**src/rtl/reg_wb_queue.sv**
```systemverilog
// -----------------------------------------------------------------------------
// reg_wb_queue
//
// Write-back queue placed in front of the register bank. Write requests
// (address, data) come in over a valid/ready handshake and are held in a
// DEPTH-entry circular FIFO. One entry per cycle drains onto the bank as a
// registered one-hot write enable plus write data. The block also reports
// whether a write to a queried register is still in flight, so decode can
// stall on read-after-write hazards.
//
// Writes to register 0 are accepted but discarded, because r0 is hardwired.
//
// Ports
//   clk_i          clock, all state changes on the rising edge
//   rst_ni         asynchronous active-low reset
//   in_valid_i     write request valid
//   in_ready_o     queue can accept a request (count < DEPTH)
//   in_addr_i      destination register of the request
//   in_data_i      write data of the request
//   wb_hold_i      1 = do not pop this cycle
//   wr_o           one-hot write enable to the bank (registered, 1-cycle pulse)
//   wb_data_o      write data to the bank (registered, holds when idle)
//   chk_addr_i     register to check for pending writes
//   chk_pending_o  a write to chk_addr_i is queued or currently on wr_o
//   busy_o         queue not empty or a write pulse is on wr_o
// -----------------------------------------------------------------------------
module reg_wb_queue #(
    parameter int DEPTH  = 4,
    parameter int ADDR_W = 4,
    parameter int NREG   = 16,
    parameter int DATA_W = 32
) (
    input  logic              clk_i,
    input  logic              rst_ni,
    input  logic              in_valid_i,
    output logic              in_ready_o,
    input  logic [ADDR_W-1:0] in_addr_i,
    input  logic [DATA_W-1:0] in_data_i,
    input  logic              wb_hold_i,
    output logic [NREG-1:0]   wr_o,
    output logic [DATA_W-1:0] wb_data_o,
    input  logic [ADDR_W-1:0] chk_addr_i,
    output logic              chk_pending_o,
    output logic              busy_o
);

    localparam int PTR_W = (DEPTH > 1) ? $clog2(DEPTH) : 1;
    localparam int CNT_W = PTR_W + 1;

    // FIFO storage; contents need no reset because validity comes from the
    // head pointer and count only.
    logic [ADDR_W-1:0] addr_mem [DEPTH];
    logic [DATA_W-1:0] data_mem [DEPTH];

    logic [PTR_W-1:0]  head_q, head_d;
    logic [PTR_W-1:0]  tail_q, tail_d;
    logic [CNT_W-1:0]  count_q, count_d;
    logic [NREG-1:0]   wr_q, wr_d;
    logic [DATA_W-1:0] wb_data_q, wb_data_d;

    logic accept;
    logic push;
    logic pop;

    // Ready depends only on the registered count. A pop in the same cycle
    // does not free a slot for a new request.
    assign in_ready_o = (count_q < CNT_W'(DEPTH));
    assign accept     = in_valid_i & in_ready_o;
    // Requests for r0 complete the handshake but never enter the FIFO.
    assign push       = accept & (in_addr_i != '0);
    assign pop        = (count_q != '0) & ~wb_hold_i;

    always_comb begin
        head_d    = head_q;
        tail_d    = tail_q;
        count_d   = count_q;
        wr_d      = '0;
        wb_data_d = wb_data_q;

        if (pop) begin
            head_d    = head_q + PTR_W'(1);
            wr_d      = NREG'(1) << addr_mem[head_q];
            wb_data_d = data_mem[head_q];
        end

        if (push) begin
            tail_d = tail_q + PTR_W'(1);
        end

        // A push and a pop in the same cycle leave the count unchanged.
        case ({push, pop})
            2'b10:   count_d = count_q + CNT_W'(1);
            2'b01:   count_d = count_q - CNT_W'(1);
            default: count_d = count_q;
        endcase
    end

    always_ff @(posedge clk_i or negedge rst_ni) begin
        if (!rst_ni) begin
            head_q    <= '0;
            tail_q    <= '0;
            count_q   <= '0;
            wr_q      <= '0;
            wb_data_q <= '0;
        end else begin
            head_q    <= head_d;
            tail_q    <= tail_d;
            count_q   <= count_d;
            wr_q      <= wr_d;
            wb_data_q <= wb_data_d;
        end
    end

    always_ff @(posedge clk_i) begin
        if (push) begin
            addr_mem[tail_q] <= in_addr_i;
            data_mem[tail_q] <= in_data_i;
        end
    end

    // Hazard check. A slot holds a live entry when its distance from head,
    // taken modulo DEPTH, is below the count.
    logic [DEPTH-1:0] hit;

    generate
        for (genvar gi = 0; gi < DEPTH; gi++) begin : g_hit
            logic [PTR_W-1:0] offset;
            logic             live;
            assign offset  = PTR_W'(gi) - head_q;
            assign live    = ({1'b0, offset} < count_q);
            assign hit[gi] = live & (addr_mem[gi] == chk_addr_i);
        end
    endgenerate

    assign chk_pending_o = (chk_addr_i != '0) & ((|hit) | wr_q[chk_addr_i]);
    assign busy_o        = (count_q != '0) | (|wr_q);
    assign wr_o          = wr_q;
    assign wb_data_o     = wb_data_q;

endmodule

```
**config.mk**
```make
export PLATFORM = sky130hd
export DESIGN_NAME = reg_wb_queue
export DESIGN_NICKNAME = d
export VERILOG_FILES = /design/src/rtl/reg_wb_queue.sv
export SDC_FILE = /design/constraint.sdc
export NUM_CORES = 1
export LEC_CHECK = 0
export ABC_AREA = 1
export ABC_CLOCK_PERIOD_IN_PS = 5580
export BUFFER_PORTS_ARGS = -buffer_cell sky130_fd_sc_hd__buf_4
export CAP_MARGIN = 20
export CORE_MARGIN = 5
export CORE_UTILIZATION = 45
export CTS_BUF_LIST = sky130_fd_sc_hd__clkbuf_16
export CTS_CLUSTER_DIAMETER = 40
export CTS_CLUSTER_SIZE = 20
export DETAILED_ROUTE_END_ITERATION = 7
export GPL_TIMING_DRIVEN = 0
export PLACE_DENSITY_LB_ADDON = 0.2
export SYNTH_ARGS = -nofsm -noshare
export SYNTH_HDL_FRONTEND = slang
export SYNTH_SLANG_ARGS = --single-unit
export TNS_END_PERCENT = 30
```
**constraint.sdc**
```tcl
create_clock -name clk_i -period 5.58 [get_ports clk_i]
set_input_delay 0.279 -clock clk_i [delete_from_list [all_inputs] [get_ports clk_i]]
set_output_delay 0.279 -clock clk_i [all_outputs]
set_load 0.01 [all_outputs]
```
==> flow_metrics.env <==
export IMPL_drtAntennaViolNets=0
export IMPL_nets=906
export IMPL_drive_gt1_share_pct=19.4
export IMPL_crit_buf_inv=6
export IMPL_worstMarginPinSlew_ns=0.773
export IMPL_hold_path_class="input pin to register"
export IMPL_drtPass1Iterations=5
export IMPL_syn_to_final_growth_pct=20.5
export IMPL_crit_fanout=6
export IMPL_coreArea_mm2=0.0178
export IMPL_finalCriticalPeriod_ns=2.68
export IMPL_die_x_um=144
export IMPL_cts_tree="yes"
export IMPL_io_pins=95
export IMPL_status="finished clean"
export IMPL_antenna_found_initial=0
export IMPL_cts_made_buffers=17
export IMPL_syn_area_per_cell_um2=11.0
export IMPL_gp_congestion=0.811
export IMPL_hpwl_um=12100
export IMPL_dr_total_vias=5451
export IMPL_p_leak_nw=4.19
export IMPL_crit_family="simple AND/OR/NAND/NOR gates"
export IMPL_viasPerCell=4.98
export IMPL_gr_usage_all_layers_pct=18.0
export IMPL_drv_slew=0
export IMPL_nFillCells=1536
export IMPL_crit_required_ns=5.30
export IMPL_cts_sinks=199
export IMPL_cp_slowest_cell="dfrtp_1"
export IMPL_diodes=0
export IMPL_die_h_um=144
export IMPL_synthDistinctLibCells=33
export IMPL_synth_edf_count=144
export IMPL_yosysTopAreaCell="edfxtp_1"
export IMPL_dp_cells=1061
export IMPL_crit_arrival_ns=2.40
export IMPL_syn_inst=736
export IMPL_clock_latency_ns=0.43
export IMPL_power_density_mw_per_mm2=490
export IMPL_yosysWarningCount=0
export IMPL_relSlewSlack_pct=48.5
export IMPL_slowest_delay_ns=0.37
export IMPL_tns_ns=0
export IMPL_grt_pass1_wl_um=28300
export IMPL_instances_no_fill=1094
export IMPL_grt_pass1_vias=5546
export IMPL_holdWs_ns=0.0480
export IMPL_yosysTopAreaCellShare_pct=53.4
export IMPL_start_kind="register"
export IMPL_path_class="register to primary output"
export IMPL_period_share_pct=48.0
export IMPL_grt_max_degree=56
export IMPL_async_reset_ff_share_pct=27.6
export IMPL_setup_worst_path_end_class="primary output"
export IMPL_wire_per_inst_um=16.4
export IMPL_rsz0062_at_grt="false"
export IMPL_synth_flop_cell="edfxtp_1"
export IMPL_synth_seq_cells=199
export IMPL_synth_common_cells="310 x nand2_1, 144 x edfxtp_1, 55 x dfrtp_1"
export IMPL_finClkSkew_ns=0.00843
export IMPL_root_buffer="clkbuf_16"
export IMPL_drcViolationCount=0
export IMPL_synth_seq_area_share_pct=70.4
export IMPL_die_area_mm2=0.0208
export IMPL_yosys_cell_count_top_type="nand2_1"
export IMPL_crit_path_cell_trace="buf_4, inv_2, nand2_2, nand2_1, inv_1, ha_1, inv_1, nor2_1, a21boi_0, nand3_1, nand2_1, inv_1, nand2_1, nor2_1, nor2_1, buf_4"
export IMPL_fmax_mhz=373
export IMPL_hold_violations=0
export IMPL_ir_drop_mv=0.241
export IMPL_wl_um=18000
export IMPL_maxCapViolCount=0
export IMPL_cts_setup_buffers=0
export IMPL_grt_overflow=0
export IMPL_cts_buffer_depth=2
export IMPL_setup_viol=0
export IMPL_path_clk_slew_ns=0.07
export IMPL_num_rows=49
export IMPL_syn_area_mm2=0.00810
export IMPL_cts_max_level=4
export IMPL_synth_nets=790
export IMPL_io_buffer_count=92
export IMPL_drt_iter0_drc=333
export IMPL_synth_area_leaders="edfxtp_1 53%, dfrtp_1 17%, nand2_1 14%"
export IMPL_start_util_pct=45.4
==> cell usage in the layout, fill, tap and decap left out, types with 2 or more instances in the layout <==
master | synthesis | final
buf_12 | 0 | 4
nor2_4 | 1 | 5
nand3_1 | 19 | 19
nand2_1 | 310 | 310
bufinv_16 | 0 | 2
clkbuf_1 | 3 | 3
ha_1 | 9 | 9
nor2_1 | 47 | 43
dfrtp_1 | 55 | 55
nand2_2 | 2 | 2
edfxtp_1 | 144 | 144
nor2_2 | 2 | 2
inv_1 | 50 | 53
clkinv_4 | 0 | 2
xor2_1 | 3 | 3
buf_4 | 3 | 95
o21ai_0 | 5 | 5
a21oi_1 | 2 | 2
nor4_1 | 4 | 4
o22ai_2 | 3 | 3
nand4_1 | 35 | 35
buf_2 | 18 | 18
clkinv_2 | 0 | 3
clkbuf_16 | 0 | 17
clkinv_1 | 2 | 4
inv_2 | 7 | 7
==> through the flow <==
stage	power (mW)	setup WS [ns]	utilization (%)	cell area, µm²
CTS	4.83	2.88	54.7	9760
finish	4.78	2.90	54.7	9760
floorplan	3.00	2.81	-	8100
detailed placement	3.65	2.88	51.5	9180
global route	5.09	2.67	54.7	9760
global placement	3.58	1.39	50.9	9070
==> layout make-up <==
| class | instances | area [µm²] | area share [%] |
|---|---|---|---|
| clock inverters | 15 | 139 | 1.42 |
| inverters | 59 | 221 | 2.27 |
| plain buffers | 24 | 124 | 1.27 |
| well taps | 229 | 287 | 2.94 |
| multi-input cells | 454 | 2080 | 21.3 |
| repair buffers | 97 | 781 | 8.00 |
| clock buffers | 17 | 425 | 4.36 |
| flip-flops and latches | 199 | 5700 | 58.4 |
==> power breakdown <==
group	switching, mW	internal [mW]	total [mW]
sequential	0.137	1.89	2.03
clock	0.516	0.655	1.17
combinational	1.00	0.578	1.58
total	1.65	3.12	4.78
==> per-layer routing <==
layer  wire, µm  GRT usage [%]  vias up
met5          0              0        -
met4        225           6.54        0
met3        907           3.60       19
met2       9240           31.2      119
met1       7610           22.6     2655
li1           -              -     2658
==> worst register-to-register path, delay by kind of cell (launching register included) <==
kind / cells / cell delay (ns)
AO/OA/AOI/OAI: 2 / 0.24
buffers and inverters: 3 / 0.62
adder cells (fa/ha/maj): 2 / 0.58
AND/OR/NAND/NOR: 2 / 0.40
XOR/XNOR: 1 / 0.15
flip-flops: 1 / 0.45
==> cell families (layout without fill, tap and decap cells) <==
kind of cell	count (synthesis)	count (layout)	synth area share (%)
simple gates	426	426	21.9
flops	199	199	70.4
buf+inv	83	212	4.27
compound gates	14	14	1.31
fa+ha+maj	10	10	1.64
xor+xnor	4	4	0.433
==> path summary, 6_finish.rpt <==
kind                                                from                         to  slack, ns  depth (start not counted)
worst min register to register  wb_data_o[5]$_DFFE_PN0P_   wb_data_o[5]$_DFFE_PN0P_       0.48                          2
worst max-delay path               head_q[0]$_DFFE_PN0P_              chk_pending_o       2.90                         16
worst max register to register    count_q[0]$_DFFE_PN0P_     count_q[2]$_DFFE_PN0P_       3.05                         10
max in group asynchronous                         rst_ni  wb_data_o[24]$_DFFE_PN0P_       4.60                          2
min in group asynchronous                         rst_ni          wr_o[7]$_DFF_PN0_       0.48                          2
worst min-delay path                       in_data_i[15]  data_mem[1][15]$_DFFE_PP_       0.05                          1
==> sequential cells by signal, summed over array words and instances, names as in the netlist <==
register,flops
tail_q,2
count_q,3
addr_mem,16
data_mem,128
head_q,2
wb_data_o,32
wr_o,16
==> timing repair <==
action / in CTS / in global routing
endpoints found under the hold margin: 55 / 0
hold buffers: 1 / 0
gates resized for setup: 0 / 0
(Power assumes the default switching activity.)
